[src/rtl/shift_sequencer.sv]
// Byte-serial shift/rotate engine: one 8-bit funnel stage produces one result byte per cycle.
// Optional macro SHIFT_SEQ_ZERO_BYPASS_EN: zero-amount requests skip the RUN phase.

module shift_funnel8 (
  input  logic [7:0] a,
  input  logic [7:0] b,
  input  logic [3:0] n,
  output logic [7:0] y
);
  assign y = 8'({a, b} >> n);
endmodule

module shift_sequencer #(
  parameter int BYTES = 4
) (
  input  logic                         clk,
  input  logic                         nrst,
  input  logic                         in_valid,
  output logic                         in_ready,
  input  logic [8*BYTES-1:0]           in_data,
  input  logic [$clog2(8*BYTES)-1:0]   in_amt,
  input  logic [1:0]                   in_op,
  output logic                         out_valid,
  input  logic                         out_ready,
  output logic [8*BYTES-1:0]           out_data
);
  localparam int W  = 8 * BYTES;
  localparam int AW = $clog2(W);
  localparam int JW = $clog2(BYTES);
  localparam int KW = AW - 3;

  typedef enum logic [1:0] {IDLE, RUN, DONE} state_t;
  typedef enum logic [1:0] {OP_LSR, OP_ASR, OP_LSL, OP_ROR} op_t;

  state_t         state_q, state_d;
  op_t            op_q, op_d;
  logic [W-1:0]   data_q, data_d;
  logic [W-1:0]   out_q, out_d;
  logic [KW-1:0]  k_q, k_d;
  logic [2:0]     s_q, s_d;
  logic [JW-1:0]  j_q, j_d;

  int             a_idx, b_idx;
  logic [7:0]     fun_a, fun_b, fun_y;
  logic [3:0]     fun_n;

  // Byte i of the latched operand, with out-of-range indices resolved by the op's fill rule.
  function automatic logic [7:0] src_byte(input logic [W-1:0] d, input op_t op, input int idx);
    int widx;
    widx = ((idx % BYTES) + BYTES) % BYTES;
    if (op == OP_ROR)                 return d[8*widx +: 8];
    else if (idx >= 0 && idx < BYTES) return d[8*idx +: 8];
    else if (op == OP_ASR)            return {8{d[W-1]}};
    else                              return 8'h00;
  endfunction

  always_comb begin
    if (op_q == OP_LSL) begin
      a_idx = int'(j_q) - int'(k_q);
      b_idx = a_idx - 1;
      fun_n = 4'd8 - {1'b0, s_q};
    end else begin
      b_idx = int'(j_q) + int'(k_q);
      a_idx = b_idx + 1;
      fun_n = {1'b0, s_q};
    end
    fun_a = src_byte(data_q, op_q, a_idx);
    fun_b = src_byte(data_q, op_q, b_idx);
  end

  shift_funnel8 u_funnel (
    .a (fun_a),
    .b (fun_b),
    .n (fun_n),
    .y (fun_y)
  );

  always_comb begin
    state_d = state_q;
    op_d    = op_q;
    data_d  = data_q;
    out_d   = out_q;
    k_d     = k_q;
    s_d     = s_q;
    j_d     = j_q;
    case (state_q)
      IDLE: begin
        if (in_valid) begin
          data_d  = in_data;
          op_d    = op_t'(in_op);
          k_d     = in_amt[AW-1:3];
          s_d     = in_amt[2:0];
          j_d     = '0;
          out_d   = '0;
          state_d = RUN;
`ifdef SHIFT_SEQ_ZERO_BYPASS_EN
          if (in_amt == '0) begin
            out_d   = in_data;
            state_d = DONE;
          end
`endif
        end
      end
      RUN: begin
        out_d[8*j_q +: 8] = fun_y;
        j_d = j_q + 1'b1;
        if (j_q == JW'(BYTES - 1)) begin
          j_d     = '0;
          state_d = DONE;
        end
      end
      DONE: begin
        if (out_ready) state_d = IDLE;
      end
      default: state_d = IDLE;
    endcase
  end

  always_ff @(posedge clk or negedge nrst) begin
    if (!nrst) begin
      state_q <= IDLE;
      op_q    <= OP_LSR;
      data_q  <= '0;
      out_q   <= '0;
      k_q     <= '0;
      s_q     <= '0;
      j_q     <= '0;
    end else begin
      state_q <= state_d;
      op_q    <= op_d;
      data_q  <= data_d;
      out_q   <= out_d;
      k_q     <= k_d;
      s_q     <= s_d;
      j_q     <= j_d;
    end
  end

  assign in_ready  = (state_q == IDLE);
  assign out_valid = (state_q == DONE);
  assign out_data  = out_q;

endmodule
[config.mk]
export PLATFORM = sky130hd
export DESIGN_NAME = shift_sequencer
export DESIGN_NICKNAME = d
export VERILOG_FILES = /design/src/rtl/shift_sequencer.sv
export SDC_FILE = /design/constraint.sdc
export NUM_CORES = 1
export LEC_CHECK = 0
export ABC_AREA = 1
export CAP_MARGIN = 20
export CELL_PAD_IN_SITES_DETAIL_PLACEMENT = 0
export CELL_PAD_IN_SITES_GLOBAL_PLACEMENT = 1
export CORE_UTILIZATION = 35
export DETAILED_ROUTE_END_ITERATION = 12
export HOLD_SLACK_MARGIN = 0.15
export PLACE_DENSITY_LB_ADDON = 0.1
export SLEW_MARGIN = 30
export SYNTH_ARGS = -nofsm -noshare
export SYNTH_HDL_FRONTEND = slang
export SYNTH_SLANG_ARGS = --single-unit
[constraint.sdc]
create_clock -name clk -period 3.25 [get_ports clk]
set_input_delay 0.65 -clock clk [delete_from_list [all_inputs] [get_ports clk]]
set_output_delay 0.65 -clock clk [all_outputs]
set_load 0.01 [all_outputs]
==> results of run 1 <==
==> path summary, 6_finish.rpt <==
check | endpoint | cells past startpoint | slack (ns) | start
setup / recovery | out_data[9] | 17 | 0.23 | j_q[0]
hold / removal | data_q[5] | 2 | 0.41 | nrst
setup reg to reg | out_data[9] | 17 | 0.23 | j_q[0]
hold reg to reg | out_data[9] | 2 | 0.48 | out_data[9]
max in group asynchronous | data_q[3] | 2 | 2.31 | nrst
min in group clk | out_data[9] | 2 | 0.48 | out_data[9]
==> cell type report <==
class	count	area (µm²)	share of cell area (%)
repair buffers	89	870	14.8
clock buffers	11	243	4.12
multi-input cells	488	2400	40.8
inverters	61	231	3.93
well taps	172	215	3.65
flip-flops and latches	75	1880	31.9
clock inverters	5	52.6	0.892
==> synthesized netlist by cell type <==
cell type  number  area (µm²)
o21ai_2         3        26.3
fa_1            2        40.0
o21ai_0        42         210
inv_1          59         221
nand3_1       156         781
nor4_1          1        6.26
nand2_2         3        18.8
a21oi_1         5        25.0
nand2_1       229         860
nand2_4         2        22.5
or2_2           2        12.5
o31ai_1         1        7.51
nand2_8         1        20.0
nand3_2         2        20.0
nor2_2          1        6.26
clkbuf_1       13        48.8
buf_1           4        15.0
nor2_1          6        22.5
nor3_1          2        10.0
inv_4           1        6.26
buf_6           4        45.0
buf_4           2        15.0
nand4_1        18         113
inv_2           1        3.75
buf_2           7        35.0
dfrtp_1        75        1880
xnor2_2         1        16.3
o211ai_2        1        12.5
ha_1            9         113
nor2_4          1        11.3
==> metrics by stage <==
| stage | cell area [µm²] | TNS (ns) | setup slack, ns | std cells |
|---|---|---|---|---|
| global placement | 5540 | 0 | 0.0663 | 884 |
| CTS | 5830 | 0 | 0.0409 | 900 |
| global route | 5890 | -0.679 | -0.0632 | 901 |
| detailed placement | 5540 | 0 | 0.0522 | 884 |
| finish | 5890 | 0 | 0.226 | 901 |
| floorplan | 4620 | 0 | 0.0114 | 654 |
==> sequential cells by signal, summed over array words and instances (netlist names) <==
| signal | count |
|---|---|
| op_q | 2 |
| j_q | 2 |
| state_q | 2 |
| out_data | 32 |
| k_q | 2 |
| data_q | 32 |
| s_q | 3 |
==> cell families after synthesis <==
group,synth area share (%)
compound gates,6.09
xor+xnor,0.352
fa+ha+maj,3.30
buf+inv,8.45
flops,40.6
simple gates,41.2
==> worst max-delay path: stages (launching register included) <==
cell and delay, ns:
dfrtp_1 0.36, inv_1 0.09, ha_1 0.19, fa_1 0.61
ha_1 0.27, nand2_1 0.08, nand2_2 0.05, inv_1 0.20
nand3_1 0.19, nand3_1 0.13, nand3_1 0.09, nand3_1 0.08
nand2_1 0.06, nand2_1 0.06, nand3_1 0.10, nand2_1 0.18
nand4_1 0.12, nand2_1 0.09
==> per-layer routing <==
| metal | wire (µm) | vias up |
|---|---|---|
| met5 | 0 | - |
| met2 | 5750 | 120 |
| met4 | 171 | 0 |
| met3 | 733 | 11 |
| li1 | - | 2276 |
| met1 | 7090 | 2166 |
==> repair_timing <==
action	CTS	global route
setup endpoints to repair	0	32
hold endpoints to repair	0	0
setup buffers	0	1
resized for setup	0	13
==> run metrics, run 1 <==
HP Class in2async; Global Route met1 Usage 32.8%; CTS tree built; routed len/inst 15.3 µm; share of the core filled with cells 46.3%; Yosys warning count 0; diode count 0; initial antenna violation count 0; GR Util met3 4.84%; #FFs+latches synth 75; Nets 778; global route hottest layer met1; Initial Util 36.3%; later-pin clock latency in the skew report 0.34 ns; GRT Util Overall 21.9%; max_slew headroom 39.5%; I/O pin cnt 77; gr ovfl total 0; CTS max path bufs 2; final setup vio count 0; H-tree depth 3; CP Capture Type flop; met2 Track Usage GR 31.3%; RSZ-0062 raised after global routing yes; FP Rows 41; critical path startpoint category flop; first-pass GRT wire length 22.7 mm; sequential share of the synthesized area 40.6%; Layout Skew 0.00815 ns; Max Freq 331 MHz; # DRC 0; cts hold-fix bufs 0; commonest cells after routing, fill and taps aside nand2_1 (220), nand3_1 (155), dfrtp_1 (75), clkdlybuf4s50_1 (75), inv_1 (58); area of the mapped netlist 4620 µm²; Worst-Margin Slew 0.900 ns; Worst EP required 3.53 ns; status finished, final reports clean; P&R area growth vs syn 27.4%; crit path max fanout 8; initial drt markers 363; die area 13700 µm²; Yosys cell types 30; DRT Pass-1 Iters 5; Routed Antenna Nets 0; post-route minimum period 3.02 ns; Worst EP arrival 3.30 ns; Die X 117 µm; syn_area_per_cell 7.07 µm²; number of global-route vias before repair 4435; share of cells above drive strength 1 8.23%; Vias/cell 5.08; Final Max Tran Viols 0; most common cell after layout, fill and taps aside nand2_1; vias 4573; Post-Synthesis Cells 654; Fin. Hold Viols 0; Worst-path clk slew 0.06 ns; CTS root buf clkbuf_16; Inserted Clock Buffers 9; critical path class reg2reg; Post-Route WL 13.8 mm; Final GP Congestion 0.877; max-cap violations 0; largest net degree at the start of global routing 76; Final HPWL DP 10.3 mm; Syn Nets 708; Port Buffers 76; die height 117 µm; Clock Sinks 75; hold_ws 0.406 ns; core outline area 12700 µm²; fin crit share 93.0%; Fill cells 1360
Power of run 1 is not shown: default switching activity piles up to over one toggle a cycle in this logic, so the estimate is an artifact.
==> inputs of run 2 (changes only) <==
--- a/config.mk
+++ b/config.mk
@@ -16,4 +16,5 @@
 export SLEW_MARGIN = 30
 export SYNTH_ARGS = -nofsm -noshare
 export SYNTH_HDL_FRONTEND = slang
+export SYNTH_HIERARCHICAL = 1
 export SYNTH_SLANG_ARGS = --single-unit
==> run metrics, run 2 <==
status finished, final reports clean (unchanged); fin cells 909 (was 901); syn_area_per_cell 7.14 µm² (was 7.07 µm²); vias 4655 (was 4573); P&R area growth vs syn 30.8% (was 27.4%); hold_ws 0.386 ns (was 0.406 ns); die area 13700 µm² (about the same); Port Buffers 76 (unchanged); FP Rows 41 (unchanged); Max Freq 330 MHz (was 331 MHz); Yosys cell types 29 (was 30); critical path class reg2reg (unchanged); Worst-path clk slew 0.07 ns (was 0.06 ns); placed instance count 892 (was 884); sequential share of the synthesized area 40.6% (about the same); Post-Route WL 14.3 mm (was 13.8 mm); first-pass GRT wire length 23.4 mm (was 22.7 mm); core outline area 12700 µm² (unchanged); initial antenna violation count 0 (unchanged); Inserted Clock Buffers 9 (unchanged); HP Class in2async (unchanged); setup TNS 0 ns (unchanged); GRT Util Overall 22.7% (was 21.9%); Top Layer Used met4 (unchanged); Fin. Hold Viols 0 (unchanged); most frequent cell after synthesis nand2_1 (unchanged); Layout Skew 0.0102 ns (was 0.00815 ns); Post-Synthesis Cells 647 (was 654); DRT Pass-1 Iters 5 (unchanged); area leader, netlist dfrtp_1 (unchanged); critical path startpoint category flop (unchanged); most common cell after layout, fill and taps aside nand2_1 (unchanged); RR Startpoint k_q[0] (was j_q[0]); CTS max path bufs 2 (unchanged); commonest cells after routing, fill and taps aside nand2_1 (240), nand3_1 (170), dfrtp_1 (75), clkdlybuf4s50_1 (75), inv_1 (30) (was nand2_1 (220), nand3_1 (155), dfrtp_1 (75), clkdlybuf4s50_1 (75), inv_1 (58)); Synth top cells by count nand2_1 (248), nand3_1 (170), dfrtp_1 (75), inv_1 (32), o21ai_0 (26) (was nand2_1 (229), nand3_1 (156), dfrtp_1 (75), inv_1 (59), o21ai_0 (42)); final setup vio count 0 (unchanged); met2 wire len 7.06 mm (was 5.75 mm); I/O pin cnt 77 (unchanged); gr ovfl total 0 (unchanged); Final HPWL DP 10.8 mm (was 10.3 mm); Synth area leaders dfrtp_1 (41%), nand2_1 (20%), nand3_1 (18%), o21ai_0 (2.8%), inv_1 (2.6%) (was dfrtp_1 (41%), nand2_1 (19%), nand3_1 (17%), inv_1 (4.8%), o21ai_0 (4.5%)); #FFs+latches synth 75 (unchanged); Max stage delay on crit path 0.55 ns (was 0.61 ns); H-tree depth 3 (unchanged); number of global-route vias before repair 4348 (was 4435); cts hold-fix bufs 0 (unchanged); met3 WL 553 µm (was 733 µm); # DRC 0 (unchanged); Yosys warning count 6 (was 0); Critical Path Start k_q[0] (was j_q[0]); share of the core filled with cells 47.5% (was 46.3%); largest net degree at the start of global routing 52 (was 76); Worst EP arrival 3.25 ns (was 3.30 ns); Async S/R FF share, synth 100% (unchanged); routed len/inst 15.7 µm (was 15.3 µm); Vias/cell 5.12 (was 5.08); initial drt markers 302 (was 363); crit path cell chain buf_4 -> ha_1 -> fa_1 -> ha_4 -> o21ai_4 -> nand3_1 -> nand3_1 -> nand2_2 -> nand2_1 -> nand3_1 -> nand3_1 -> nand2_1 -> nand2_1 -> nand2_1 -> inv_1 -> o21ai_0 (was inv_1 -> ha_1 -> fa_1 -> ha_1 -> nand2_1 -> nand2_2 -> inv_1 -> nand3_1 -> nand3_1 -> nand3_1 -> nand3_1 -> nand2_1 -> nand2_1 -> nand3_1 -> nand2_1 -> nand4_1 -> nand2_1); crit path max fanout 8 (unchanged); Worst EP required 3.47 ns (was 3.53 ns); Clock Sinks 75 (unchanged); top cell type's share of synthesized area 40.6% (about the same); CP Capture Type flop (unchanged); die height 117 µm (about the same); Initial Util 36.3% (about the same); Syn Nets 701 (was 708); later-pin clock latency in the skew report 0.35 ns (was 0.34 ns); Final GP Congestion 0.878 (was 0.877); Worst path top cell family by delay adder cells (was simple AND/OR/NAND/NOR gates); CTS tree built (unchanged); Met1 Routed Length 6.38 mm (was 7.09 mm); Worst-Margin Slew 0.797 ns (was 0.900 ns); worst path buffer plus inverter count 2 (unchanged); number of synthesized flops with an enable pin 0 (unchanged); Final Max Tran Viols 0 (unchanged); Routed Antenna Nets 0 (unchanged); diode count 0 (unchanged); area of the mapped netlist 4620 µm² (about the same); ys flop type dfrtp_1 (unchanged); fin crit share 93.2% (was 93.0%); CTS root buf clkbuf_16 (unchanged); post-route minimum period 3.03 ns (was 3.02 ns); max_slew headroom 46.8% (was 39.5%); slowest stage cell, crit path fa_1 (unchanged); Nets 786 (was 778); Die X 117 µm (about the same); share of cells above drive strength 1 11.8% (was 8.23%); max-cap violations 0 (unchanged)
-- run 2: changes by cell type after synthesis, sizes merged, moves of 7 or more --
cell / delta
inv: -23
nand3: +18
clkbuf: -7
nand2: +24
o21ai: -17
nand4: -15
o31ai: +13
-- run 2: per-stage QoR --
| stage | cell area [µm²] | setup WS [ns] |
|---|---|---|
| after detailed placement | 5640 | 0.00147 |
| after global routing | 6050 | -0.00111 |
| after global placement | 5640 | 0.00943 |
| after floorplan | 4620 | 0.336 |
| final | 6050 | 0.221 |
| after CTS | 5970 | 0.00183 |
-- run 2: logic make-up (layout without fill, tap and decap cells) --
group | Yosys count | after routing | synth area share (%)
simple gates | 448 | 448 | 43.0
flops | 75 | 75 | 40.6
buf+inv | 69 | 159 | 7.26
compound gates | 43 | 43 | 5.60
fa+ha+maj | 11 | 11 | 3.30
xor+xnor | 1 | 1 | 0.190
-- run 2: path summary, 6_finish.rpt --
check | end | slack, ns | cells after the start
worst max-delay path | out_data[27] | 0.22 | 16
worst min-delay path | out_data[26] | 0.39 | 1
worst max register to register | out_data[27] | 0.22 | 16
worst min register to register | out_data[4] | 0.48 | 2
max in group asynchronous | data_q[6] | 2.15 | 2
min in group clk | out_data[4] | 0.48 | 2
-- run 2: area by class of cell --
cell class	instances	area (µm²)
sequential	75	1880
clock inverter	7	105
clock buffer	9	225
multi-input combinational	503	2470
inverter	41	161
fill	1335	6680
tap	172	215
timing repair buffer	102	988
-- run 2: metal layers --
layer	vias up	track usage, %
met4	0	8.86
li1	2310	-
met3	16	2.94
met2	129	38.5
met1	2200	29.5
met5	-	0
-- run 2: repair_timing --
action / CTS / global route
setup buffers: 0 / 1
endpoints found under the setup margin: 0 / 32
resized for setup: 0 / 17
Power of run 2 is left out for the same reason.
